## config.mk

```make
export PLATFORM = sky130hd
export DESIGN_NAME = svm_accum_flat
export DESIGN_NICKNAME = d
export VERILOG_FILES = /design/src/rtl/svm_pkg.sv /design/src/rtl/svm_accum_if.sv /design/src/rtl/svm_acc_adder.sv /design/src/rtl/svm_accum.sv /design/src/flat_wrapper.sv
export SDC_FILE = /design/constraint.sdc
export NUM_CORES = 1
export LEC_CHECK = 0
export ABC_AREA = 0
export CORE_ASPECT_RATIO = 1.1
export CORE_MARGIN = 5
export CORE_UTILIZATION = 60
export DETAILED_ROUTE_END_ITERATION = 12
export PLACE_DENSITY = 0.84
export SETUP_SLACK_MARGIN = 0.05
export SLEW_MARGIN = 40
export SYNTH_ARGS = -nofsm -noshare
export SYNTH_HDL_FRONTEND = slang
export SYNTH_SLANG_ARGS = --single-unit
```

## constraint.sdc

```tcl
create_clock -name clk -period 13 [get_ports clk]
set_clock_uncertainty 0.1 [all_clocks]
set_input_delay 1.95 -clock clk [delete_from_list [all_inputs] [get_ports clk]]
set_output_delay 1.95 -clock clk [all_outputs]
set_load 0.02 [all_outputs]
```

## src/rtl/svm_pkg.sv

```systemverilog
// svm_pkg: shared fixed-point widths, zero encodings and accumulator state encoding
package svm_pkg;
  localparam int FX_W = 32;
  localparam logic [FX_W-1:0] FX_ZERO = 32'h00000000;
  localparam logic [FX_W-1:0] FX_NEG_ZERO = 32'h80000000;
  typedef enum logic [1:0] {ACCUM = 2'd0, BIAS = 2'd1, HOLD = 2'd2} state_t;
endpackage

```

## src/rtl/svm_accum_if.sv

```systemverilog
// svm_accum_if: product input stream (in_valid/in_ready/in_data) and score output (out_valid/out_ready/out_score/out_class/out_overflow); slave = accumulator side
interface svm_accum_if;
  import svm_pkg::*;
  logic in_valid;
  logic in_ready;
  logic [FX_W-1:0] in_data;
  logic out_valid;
  logic out_ready;
  logic [FX_W-1:0] out_score;
  logic out_class;
  logic out_overflow;
  modport master(output in_valid, in_data, out_ready, input in_ready, out_valid, out_score, out_class, out_overflow);
  modport slave(input in_valid, in_data, out_ready, output in_ready, out_valid, out_score, out_class, out_overflow);
endinterface

```

## src/rtl/svm_acc_adder.sv

```systemverilog
// svm_acc_adder: combinational a+b where either zero encoding passes the other operand through; carry only from a real add
module svm_acc_adder
  import svm_pkg::*;
(
  input  logic [FX_W-1:0] a,
  input  logic [FX_W-1:0] b,
  output logic [FX_W-1:0] sum,
  output logic            carry
);
  assign {carry, sum} = (a == FX_ZERO || a == FX_NEG_ZERO) ? {1'b0, b} :
                        (b == FX_ZERO || b == FX_NEG_ZERO) ? {1'b0, a} :
                        {1'b0, a} + {1'b0, b};
endmodule

```

## src/rtl/svm_accum.sv

```systemverilog
// svm_accum: sums NUM_TERMS products per window, adds BIAS, holds score/class/overflow on bus (slave) until taken; clk, reset sync active-high
module svm_accum
  import svm_pkg::*;
#(
  parameter int NUM_TERMS = 3780,
  parameter int CNT_W = 12,
  parameter logic [FX_W-1:0] BIAS = 32'h00000000
) (
  input logic clk,
  input logic reset,
  svm_accum_if.slave bus
);
  localparam logic [CNT_W-1:0] LAST = CNT_W'(NUM_TERMS - 1);
  state_t state;
  logic [FX_W-1:0] acc, opnd, sum;
  logic [CNT_W-1:0] cnt;
  logic carry, ovf;
  // the package state BIAS is qualified because the bias parameter shadows it
  assign opnd = (state == svm_pkg::BIAS) ? BIAS : bus.in_data;
  svm_acc_adder u_add (.a(acc), .b(opnd), .sum(sum), .carry(carry));
  assign bus.in_ready = (state == ACCUM) && !reset;
  always_ff @(posedge clk) begin
    if (reset) begin
      state <= ACCUM;
      acc <= '0;
      cnt <= '0;
      ovf <= 1'b0;
      bus.out_valid <= 1'b0;
      bus.out_score <= '0;
      bus.out_class <= 1'b0;
      bus.out_overflow <= 1'b0;
    end else if (state == ACCUM) begin
      if (bus.in_valid) begin
        acc <= sum;
        ovf <= ovf | carry;
        cnt <= (cnt == LAST) ? '0 : cnt + 1'b1;
        if (cnt == LAST) state <= svm_pkg::BIAS;
      end
    end else if (state == svm_pkg::BIAS) begin
      acc <= sum;
      ovf <= ovf | carry;
      state <= HOLD;
      bus.out_valid <= 1'b1;
      bus.out_score <= sum;
      bus.out_class <= !sum[FX_W-1] && (sum != FX_ZERO);
      bus.out_overflow <= ovf | carry;
    end else if (bus.out_ready) begin
      state <= ACCUM;
      acc <= '0;
      cnt <= '0;
      ovf <= 1'b0;
      bus.out_valid <= 1'b0;
      bus.out_score <= '0;
      bus.out_class <= 1'b0;
      bus.out_overflow <= 1'b0;
    end
  end
endmodule

```

## src/flat_wrapper.sv

```systemverilog
// flat-port wrapper written by rule: the top's interface ports become plain ports
module svm_accum_flat import svm_pkg::*;
#(
  parameter int NUM_TERMS = 3780,
  parameter int CNT_W = 12,
  parameter logic [FX_W-1:0] BIAS = 32'h00000000
)
  (clk, reset, bus_in_valid, bus_in_data, bus_out_ready, bus_in_ready, bus_out_valid, bus_out_score, bus_out_class, bus_out_overflow);
  svm_accum_if bus_i ();
  input logic clk;
  input logic reset;
  input wire logic [$bits(bus_i.in_valid)-1:0] bus_in_valid;
  input wire logic [$bits(bus_i.in_data)-1:0] bus_in_data;
  input wire logic [$bits(bus_i.out_ready)-1:0] bus_out_ready;
  output wire logic [$bits(bus_i.in_ready)-1:0] bus_in_ready;
  output wire logic [$bits(bus_i.out_valid)-1:0] bus_out_valid;
  output wire logic [$bits(bus_i.out_score)-1:0] bus_out_score;
  output wire logic [$bits(bus_i.out_class)-1:0] bus_out_class;
  output wire logic [$bits(bus_i.out_overflow)-1:0] bus_out_overflow;
  assign bus_i.in_valid = bus_in_valid;
  assign bus_i.in_data = bus_in_data;
  assign bus_i.out_ready = bus_out_ready;
  assign bus_in_ready = bus_i.in_ready;
  assign bus_out_valid = bus_i.out_valid;
  assign bus_out_score = bus_i.out_score;
  assign bus_out_class = bus_i.out_class;
  assign bus_out_overflow = bus_i.out_overflow;
  svm_accum #(.NUM_TERMS(NUM_TERMS), .CNT_W(CNT_W), .BIAS(BIAS)) u_core (.clk(clk), .reset(reset), .bus(bus_i));
endmodule
```

==> Word level (Yosys, flattened, before mapping) <==
Index checks and enable logic that the tools add are counted.
{ "totals": {"ff_bits": 82, "output_inout_bits": 36, "input_bits": 36, "elab_cells": 59} }
{ "classes": {"reduce_logical": 17, "n_eq_ne": 7, "n_bitwise": 2, "addsub": 2, "n_mux": 23} }
{ "op_table": {"columns": ["op", "count"], "rows": [
  ["2-to-1 mux 32 bit", 5],
  ["2-to-1 mux 33 bit", 2],
  ["== test 32 bit (second input constant)", 2],
  ["logical NOT 32 bit", 2],
  ["2-to-1 mux 12 bit", 5],
  ["adder 32 x 32 -> 33 bit", 1],
  ["nonzero test 32 bit", 1],
  ["adder 12 x 1 -> 12 bit (second input constant)", 1],
  ["== test 12 bit (second input constant)", 1],
  ["2-to-1 mux 2 bit", 5],
  ["2-to-1 mux 1 bit", 6],
  ["!= test 2 bit (second input constant)", 3],
  ["AND reduction 3 bit", 2],
  ["AND reduction 2 bit", 2],
  ["nonzero test 2 bit", 2],
  ["nonzero test 3 bit", 1],
  ["== test 2 x 1 -> 1 bit (second input constant)", 1],
  ["logical AND 1 bit", 2],
  ["logical NOT 1 bit", 2],
  ["logical NOT 2 bit", 1],
  ["logical OR 1 bit", 2],
  ["NOT 1 bit", 1],
  ["OR 1 bit", 1]
]} }

==> Longest topological paths before layout <==
Gate-level depths: netlist of the first run.
{ "depth": {"ltp_word": 9, "ltp_mapped": 21, "depth_no_buf": 16} }

==> Cells and area by module <==
From an unflattened synthesis of the first run, not the netlist that was laid out.
{ "hier_totals": {"hier_cells": 728, "area_unflattened_um2": 5669.2} }
{ "by_module_without_submodules": {"columns": ["module", "cells_each", "n_inst", "area_per_inst_um2"], "rows": [
  ["svm_accum", 372, 1, 3339.5],
  ["svm_acc_adder", 356, 1, 2329.7]
]} }

==> Worst setup path before layout of the first run <==
OpenSTA, ideal clock, no wires.
{ "synth_path": {"path_kind": "input -> register", "startpoint": "input port bus_in_data[6]", "endpoint": "register u_core.acc[31]", "arrival_ns": 4.803, "t_required_ns": 12.809, "n_path_buf": 1, "cell_stages": 15, "slack_ns": 8.007, "cell_sequence": "and2_1 -> ha_1 -> buf_6 -> a21o_1 -> a21o_1 -> o32ai_2 -> a31oi_2 -> or3b_4 -> a31oi_1 -> o21ai_1 -> a2111oi_0 -> nor3_1 -> xor2_1 -> nand2_1 -> a311oi_1"} }
{ "synth_between": {"elab_chain_cells": 7} }
{ "synth_rtl": {"columns": ["element", "line", "rtl"], "rows": [
  ["start, declared", "flat_wrapper.sv:13", "input wire logic [$bits(bus_i.in_data)-1:0] bus_in_data;"],
  ["2-to-1 mux 32 bit *", "svm_accum.sv:19", "assign opnd = (state == svm_pkg::BIAS) ? BIAS : bus.in_data;"],
  ["branches (longest 2 deep; another with adder 32 x 32 -> 33 bit)", null, null],
  ["2-to-1 mux 33 bit *", "svm_acc_adder.sv:11", "(b == FX_ZERO || b == FX_NEG_ZERO) ? {1'b0, a} :"],
  ["2-to-1 mux 33 bit *", "svm_acc_adder.sv:10", "assign {carry, sum} = (a == FX_ZERO || a == FX_NEG_ZERO) ? {1'b0, b} :"],
  ["2-to-1 mux 32 bit (on tied branches)", "svm_accum.sv:39, svm_accum.sv:33", null],
  ["2-to-1 mux 32 bit *", "svm_accum.sv:32", "end else if (state == ACCUM) begin"],
  ["end signal, assigned", "svm_accum.sv:34", "acc <= sum;"],
  ["end signal, assigned", "svm_accum.sv:40", "acc <= sum;"],
  ["end, declared", "svm_accum.sv:15", "logic [FX_W-1:0] acc, opnd, sum;"]
]} }
Mark *: on every way between the ends. The select of a mux whose other input is x is not followed.
A chain may end at the register's enable or synchronous reset.

==> Worst setup path after layout of the first run <==
{ "layout_path": {"startpoint": "input port bus_in_data[28]", "endpoint": "register u_core.bus.out_class"} }
{ "layout_between": {"elab_chain_cells": 8} }
{ "layout_rtl": {"columns": ["element", "line", "rtl"], "rows": [
  ["2-to-1 mux 32 bit *", "svm_accum.sv:19", null],
  ["branches (longest 3 deep; another with adder 32 x 32 -> 33 bit)", null, null],
  ["2-to-1 mux 33 bit *", "svm_acc_adder.sv:10", null],
  ["nonzero test 32 bit / logical NOT 1 bit (equally long branches)", "svm_accum.sv:45", "bus.out_class <= !sum[FX_W-1] && (sum != FX_ZERO);"],
  ["logical AND 1 bit *", "svm_accum.sv:45", null],
  ["2-to-1 mux 1 bit *", "svm_accum.sv:39", "end else if (state == svm_pkg::BIAS) begin"],
  ["end signal, assigned", "svm_accum.sv:45", null],
  ["end, declared", "svm_accum_if.sv:13", "modport slave(input in_valid, in_data, out_ready, output in_ready, out_valid, out_score, out_class, out_overfl ..."]
]} }
Mark *: on every way between the ends.

==> impl_summary.txt, run 1 <==
----------------------------------------------------
[Pwr]
  Clock power frac ... 29.4%
  Portion of total power attributed to combinational logic ... 34.2%
  Maximum resistive drop on vdd ... 96.3 uV
  Power density normalized to cell area ... 109 nW/um^2
  Reported leakage power ... 2.82 nW
  Switching component of the power ... 0.297 mW
  Sequential group share of total power ... 36.4%
  Internal Dissipation ... 0.506 mW
  Fraction of power spent switching nets ... 37.0%

[GRT]
  Initial antenna violation count ... 0
  Total global routing track utilization ... 31.9%
  Maximum number of pins on one net before global-route repair ... 75
  Via count of the first global-routing pass ... 6500
  Wire length of the first global-routing pass ... 33000 microns
  Overflow after GRT ... 0

[Synthesis]
  Post-synth net total ... 917
  Cell area after synthesis ... 6400 sq um
  Sequential area share after synthesis ... 25.6%
  Top_reg_cell synth ... sky130_fd_sc_hd__dfxtp_1
  Syn avg cell area ... 7.52 sq um
  Count of mapped cells out of synthesis ... 851
  #FFs+latches synth ... 82
  Yosys Warn Count ... 0
  Ys async rst share ... 0%
  Distinct cell type count after synthesis ... 86
  EDFF count, synth ... 0

[Clock tree]
  TritonCTS clock tree ... yes
  H-Tree Depth ... 3
  Clock transition time at the flip-flop clock pins of the worst setup and hold paths ... 0.06 ns
  Num Clock Sinks ... 82
  # Post-CTS Setup Buffers ... 0
  Number of buffers added by the clock tree synthesis step ... 9
  Source-to-sink clock delay at the later pin of the worst-skew pair ... 0.34 ns
  Maximum number of buffers from clock root to sink ... 2
  Cts-stage hold buffer count ... 0
  Root Buffer Master ... sky130_fd_sc_hd__clkbuf_16
  Quantity of gates resized following cts ... 0

[Drt]
  Detailed-routing iteration count for the pre-antenna-repair pass ... 6
  Final routed DRC violation total ... 0
  Number of nets with antenna violations after routing ... 0
  Routed WL ... 21100 microns
  Routed wire per std cell ... 20.5 microns
  Detailed-route vias per instance ... 6.82
  Vias ... 7027
  Iter 0 DRT Violations ... 822

[Die]
  Top-level port count ... 72
  Total Die Area ... 12800 sq um
  Die Ht ... 118 microns
  Core area ... 10400 sq um
  Starting Density ... 61.6%
  Chip Width ... 108 microns
  Std-Cell Rows ... 39

[Setup path]
  CP Launch Type ... primary input
  Data required time of the critical path ... 13.09 ns
  Critical path capture point type ... register
  Highest net fanout along the worst path ... 24
  Class of the most critical setup path ... in -> reg
  CP arrival ... 6.00 ns

[Timing]
  Highest achievable clock rate ... 0.169 GHz
  Setup TNS ... 0 ns
  Worst-margin pin slew ... 0.879 ns
  Setup violators final ... 0
  Final number of hold-violating endpoints ... 0
  Slew Viols, Final ... 0
  Final worst-path cycle share ... 45.4%
  Max transition margin ... 41.4%
  Time the final worst path needs with I/O delays and setup ... 5.90 ns
  Unrepaired setup endpoints after global routing ... no

[Placed design]
  Half-perimeter wire length after detailed placement ... 15300 microns
  Count of input and output buffers ... 71
  Gpl congestion ... 1.01
  Cell area after placement ... 7080 sq um

[Worst hold path]
  Classification of the worst-slack hold path ... reg -> reg

[Status]
  Outcome ... finished clean

[Finish]
  Antenna fix cells ... 0
  Post-synthesis to final-layout area growth ... 15.0%
  Fraction of final layout cells sized beyond drive strength 1 ... 5.86%
  Cell area after layout ... 7360 sq um
  Final net count ... 949

[Job]
  Count of maximum capacitance violations ... 0

----------------------------------------------------
metal layers:
layer  share of wire [%]  track usage, %  up-vias
met5                   0               0        -
li1                    -               -     3257
met1                  40            44.0     3258
met4                 2.9            12.5        0
met2                  45            49.1      453
met3                  11            5.67       59
cells in the mapped netlist (all sizes together) (3+ instances only):
library cell	count	area, sq um
a2111oi	6	58.8
a211o	4	35.0
a211oi	14	110
a21boi	4	30.0
a21o	22	166
a21oi	70	354
a221o	3	30.0
a22oi	58	435
a2bb2oi	3	26.3
a31oi	9	68.8
and2	41	257
and3	9	56.3
buf	25	161
clkbuf	34	128
dfxtp	82	1640
ha	30	375
inv	8	30.0
mux2i	6	60.1
nand2	67	251
nand2b	6	37.5
nand3	19	95.1
nand3b	3	22.5
nand4	11	68.8
nor2	124	475
nor3	15	75.1
nor3b	4	41.3
nor4	22	150
o2111ai	6	52.6
o211ai	9	67.6
o21a	12	90.1
o21ai	42	229
o21bai	5	37.5
o22ai	6	37.5
o31ai	3	22.5
or3	3	18.8
xnor2	11	96.3
xor2	14	123
cells in the final DEF, fill, tap and decap left out, types with 4 or more instances in the layout:
cell type	instances
sky130_fd_sc_hd__o22ai_1	6
sky130_fd_sc_hd__o2111ai_1	6
sky130_fd_sc_hd__nor2_2	5
sky130_fd_sc_hd__nor3_1	15
sky130_fd_sc_hd__nand3_1	19
sky130_fd_sc_hd__and2_1	41
sky130_fd_sc_hd__nand2b_1	6
sky130_fd_sc_hd__clkbuf_16	9
sky130_fd_sc_hd__a211o_1	4
sky130_fd_sc_hd__o21bai_1	5
sky130_fd_sc_hd__a211oi_1	13
sky130_fd_sc_hd__o21a_1	12
sky130_fd_sc_hd__dfxtp_1	82
sky130_fd_sc_hd__nand2_1	67
sky130_fd_sc_hd__clkdlybuf4s50_1	70
sky130_fd_sc_hd__nand4_1	11
sky130_fd_sc_hd__a21o_1	21
sky130_fd_sc_hd__xnor2_1	11
sky130_fd_sc_hd__o211ai_1	9
sky130_fd_sc_hd__a22oi_1	58
sky130_fd_sc_hd__mux2i_1	6
sky130_fd_sc_hd__o21ai_1	6
sky130_fd_sc_hd__o21ai_0	33
sky130_fd_sc_hd__xor2_1	14
sky130_fd_sc_hd__nor4_1	20
sky130_fd_sc_hd__a2111oi_0	5
sky130_fd_sc_hd__ha_1	30
sky130_fd_sc_hd__a21oi_1	69
sky130_fd_sc_hd__a31oi_1	7
sky130_fd_sc_hd__and3_1	9
sky130_fd_sc_hd__nor2_1	119
sky130_fd_sc_hd__inv_1	7
sky130_fd_sc_hd__buf_4	9
through the flow:
stage          hold slack [ns]  instances  setup slack [ns]  utilization, %  total power [mW]
3_5_place_dp             0.371       1015              6.92            68.1             0.558
2_1_floorplan            0.332        851              8.01               -             0.484
5_1_grt                  0.398       1031              6.92            70.8             0.839
6_report                 0.381       1031              7.10            70.8             0.803
3_3_place_gp             0.344       1015              7.06            68.1             0.553
4_1_cts                  0.380       1031              7.26            70.8             0.793
path summary, 6_finish.rpt:
check | startpoint | cells after the start | to | slack, ns
min reg2reg | u_core.ovf | 2 | u_core.ovf | 0.38
max | bus_in_data[28] | 15 | u_core.bus.out_class | 7.10
max reg2reg | u_core.state[1] | 16 | u_core.acc[31] | 8.23
min | u_core.ovf | 2 | u_core.ovf | 0.38
critical path, cell delays in order:
cell	delay, ns
sky130_fd_sc_hd__clkdlybuf4s50_1	0.54
sky130_fd_sc_hd__nor4_1	0.40
sky130_fd_sc_hd__nand4_1	0.26
sky130_fd_sc_hd__o21ai_2	0.42
sky130_fd_sc_hd__buf_4	0.38
sky130_fd_sc_hd__nor2_1	0.14
sky130_fd_sc_hd__buf_4	0.29
sky130_fd_sc_hd__o21ai_0	0.20
sky130_fd_sc_hd__mux2i_1	0.11
sky130_fd_sc_hd__a221oi_1	0.47
sky130_fd_sc_hd__nand4_1	0.21
sky130_fd_sc_hd__nor4_2	0.28
sky130_fd_sc_hd__nand4_1	0.15
sky130_fd_sc_hd__nor2_2	0.12
sky130_fd_sc_hd__a2111oi_2	0.06
power by group through the flow:
stage	combinational (mW)	sequential, mW	clock [mW]
after floorplan	0.202	0.282	0
after global placement	0.258	0.294	0
after detailed placement	0.263	0.295	0
after CTS	0.266	0.289	0.238
after global routing	0.296	0.292	0.251
final	0.275	0.292	0.236
final cells by class:
| class | count | area [sq um] |
|---|---|---|
| clock buffers | 9 | 225 |
| inverters | 8 | 30.0 |
| clock inverters | 7 | 52.6 |
| well taps | 143 | 179 |
| multi-input cells | 702 | 4460 |
| flip-flops and latches | 82 | 1640 |
| repair buffers | 80 | 773 |
| fillers | 870 | 3030 |
registers in the layout, indices dropped and copies added (netlist names):
signal	flops
u_core.acc	32
u_core.bus.out_score	32
u_core.cnt	12
u_core.state	2
u_core.bus.out_class	1
u_core.bus.out_overflow	1
u_core.bus.out_valid	1
u_core.ovf	1
cell families (layout without fill, tap and decap cells):
kind of cell    Yosys count  in the layout  share of synthesized area (%)
simple gates            337            337                           25.9
compound gates          304            304                           33.2
flops                    82             82                           25.6
buf+inv                  67            104                           4.98
fa+ha+maj                30             30                           5.86
xor+xnor                 25             25                           3.42
mux                       6              6                          0.938
No activity file was read; power rests on OpenSTA's default activity.
==> inputs of run 2 (changes only) <==
CORE_UTILIZATION = 52   (was 60)
PLACE_DENSITY = 0.78   (was 0.84)
clock period = 5.4 ns   (was 13 ns; I/O delays follow)
==> run 2 against run 1 <==
- non-clock buffer count increased by 4
- highest routed layer unchanged
- count of clock-buffer cells in the layout rose by 1
- clock power grew to 2.7 times the previous value
- critical path depth is 1 higher
- worst hold slack better by 0.0069 ns
- critical path type is now reg -> reg
- global-route usage down 4.5 points
==> impl_summary.txt, run 2 (synthesis gave the netlist of run 1 again) <==
----------------------------------------------------
[Drt]
  Routed wire per std cell ... 19.3 microns (-5.7%)
  Number of nets with antenna violations after routing ... 0 (unchanged)
  Final routed DRC violation total ... 0 (unchanged)
  Routed WL ... 20200 microns (-4.4%)
  Detailed-route vias per instance ... 6.52 (-4.3%)
  Detailed-routing iteration count for the pre-antenna-repair pass ... 5 (-1)
  Iter 0 DRT Violations ... 705 (-14%)
  Vias ... 6820 (-2.9%)

[Job]
  Count of maximum capacitance violations ... 0 (unchanged)

[Die]
  Std-Cell Rows ... 42 (+7.7%)
  Total Die Area ... 14600 sq um (+14%)
  Top-level port count ... 72 (unchanged)
  Core area ... 12000 sq um (+16%)
  Starting Density ... 53.2% (-8.4 points)
  Chip Width ... 116 microns (+6.7%)
  Die Ht ... 126 microns (+6.8%)

[GRT]
  Wire length of the first global-routing pass ... 32500 microns (-1.6%)
  Overflow after GRT ... 0 (unchanged)
  Total global routing track utilization ... 27.4% (-4.5 points)
  Via count of the first global-routing pass ... 6210 (-4.5%)
  Maximum number of pins on one net before global-route repair ... 75 (unchanged)
  Initial antenna violation count ... 0 (unchanged)

[Timing]
  Unrepaired setup endpoints after global routing ... no
  Highest achievable clock rate ... 0.220 GHz
  Final worst-path cycle share ... 84.1%
  Final number of hold-violating endpoints ... 0 (unchanged)
  Setup violators final ... 0 (unchanged)
  Slew Viols, Final ... 0 (unchanged)
  Worst-margin pin slew ... 0.789 ns (-0.0901 ns)
  Setup TNS ... 0 ns (unchanged)
  Max transition margin ... 47.4% (+5.9 points)
  Time the final worst path needs with I/O delays and setup ... 4.54 ns

[Setup path]
  CP Launch Type ... register
  Worst reg-to-reg setup slack ... 0.86 ns (-7.37 ns)
  Critical path capture point type ... register
  Class of the most critical setup path ... reg -> reg
  Highest net fanout along the worst path ... 52 (+120%)
  CP arrival ... 4.69 ns (-1.31 ns)
  Data required time of the critical path ... 5.55 ns (-7.54 ns)

[Clock tree]
  Num Clock Sinks ... 82 (unchanged)
  Clock transition time at the flip-flop clock pins of the worst setup and hold paths ... 0.06 ns (about the same)
  TritonCTS clock tree ... yes
  Root Buffer Master ... sky130_fd_sc_hd__clkbuf_16
  Cts-stage hold buffer count ... 0 (unchanged)
  Quantity of gates resized following cts ... 0 (unchanged)
  Number of buffers added by the clock tree synthesis step ... 9 (unchanged)
  # Post-CTS Setup Buffers ... 0 (unchanged)
  Source-to-sink clock delay at the later pin of the worst-skew pair ... 0.34 ns (about the same)
  Maximum number of buffers from clock root to sink ... 2 (unchanged)
  H-Tree Depth ... 3 (unchanged)

[Status]
  Outcome ... finished clean

[Finish]
  Leading registers by flop count ... u_core.acc: 32 flops, u_core.bus.out_score: 32 flops, u_core.cnt: 12 flops
  Antenna fix cells ... 0 (unchanged)
  Final net count ... 953 (+0.42%)
  Fraction of final layout cells sized beyond drive strength 1 ... 6.39% (+0.53 points)
  Leading cell type in the layout, fill and taps excluded ... sky130_fd_sc_hd__nor2_1
  Post-synthesis to final-layout area growth ... 16.3%
  Leading cell types in the layout, fill and taps excluded ... sky130_fd_sc_hd__nor2_1 (118), sky130_fd_sc_hd__dfxtp_1 (82), sky130_fd_sc_hd__clkdlybuf4s50_1 (70), sky130_fd_sc_hd__a21oi_1 (69), sky130_fd_sc_hd__nand2_1 (67)
  Layout filler cell count ... 1105 (+27%)

[Pwr]
  Overall power ... 1.97 mW (+150%)
  Reported leakage power ... 2.87 nW (+1.5%)
  Maximum resistive drop on vdd ... 284 uV (+200%)
  Power density normalized to cell area ... 265 nW/um^2 (+140%)

[Worst hold path]
  Classification of the worst-slack hold path ... reg -> reg

[Placed design]
  Gpl congestion ... 0.971 (-3.6%)
  Count of input and output buffers ... 71 (unchanged)
  Half-perimeter wire length after detailed placement ... 14700 microns (-4.2%)

----------------------------------------------------
run 2: layer usage:
metal | global-route usage [%] | share of wire [%] | vias up
met3 | 3.76 | 9.7 | 45
li1 | - | - | 3253
met5 | 0 | 0 | -
met4 | 10.7 | 2.9 | 0
met2 | 41.3 | 45 | 356
met1 | 39.2 | 43 | 3166
run 2: layout make-up:
| cell class | instances | area (sq um) | share of cell area (%) |
|---|---|---|---|
| sequential | 82 | 1640 | 22.1 |
| multi-input combinational | 702 | 4460 | 59.9 |
| clock buffer | 10 | 239 | 3.21 |
| timing repair buffer | 84 | 816 | 11.0 |
| inverter | 8 | 30.0 | 0.403 |
| clock inverter | 6 | 65.1 | 0.874 |
| tap | 154 | 193 | 2.59 |
run 2: per-stage QoR:
step                area [sq um]  util [%]  worst slack (ns)  cells  hold slack [ns]
CTS                         7440      61.9             0.876   1046            0.381
global route                7440      61.9             0.513   1046            0.427
detailed placement          7140      59.3             0.711   1030            0.348
finish                      7440      61.9             0.860   1046            0.388
floorplan                   6400         -              1.02    851            0.332
global placement            7140      59.3             0.748   1030            0.346
run 2: worst paths after layout:
kind | from | endpoint | cells past startpoint
setup / recovery | u_core.state[1] | u_core.acc[31] | 16
hold / removal | u_core.ovf | u_core.ovf | 2
setup reg to reg | u_core.state[1] | u_core.acc[31] | 16
hold reg to reg | u_core.ovf | u_core.ovf | 2
run 2: where the power goes:
| part | internal, mW | switching (mW) |
|---|---|---|
| registers | 0.637 | 0.0634 |
| clock network | 0.372 | 0.255 |
| logic | 0.268 | 0.375 |
run 2: worst max-delay path: stages (launching register included):
cell,delay [ns]
sky130_fd_sc_hd__dfxtp_1,0.56
sky130_fd_sc_hd__nand2b_1,0.27
sky130_fd_sc_hd__buf_12,0.27
sky130_fd_sc_hd__and2_1,0.18
sky130_fd_sc_hd__ha_1,0.31
sky130_fd_sc_hd__a21o_1,0.20
sky130_fd_sc_hd__a21o_1,0.25
sky130_fd_sc_hd__o32ai_2,0.30
sky130_fd_sc_hd__a31oi_2,0.13
sky130_fd_sc_hd__or3b_4,0.48
sky130_fd_sc_hd__a31oi_1,0.22
sky130_fd_sc_hd__o21ai_1,0.11
sky130_fd_sc_hd__a2111oi_0,0.46
sky130_fd_sc_hd__nor3_1,0.15
sky130_fd_sc_hd__xor2_1,0.15
sky130_fd_sc_hd__nand2_1,0.06
sky130_fd_sc_hd__a311oi_1,0.25
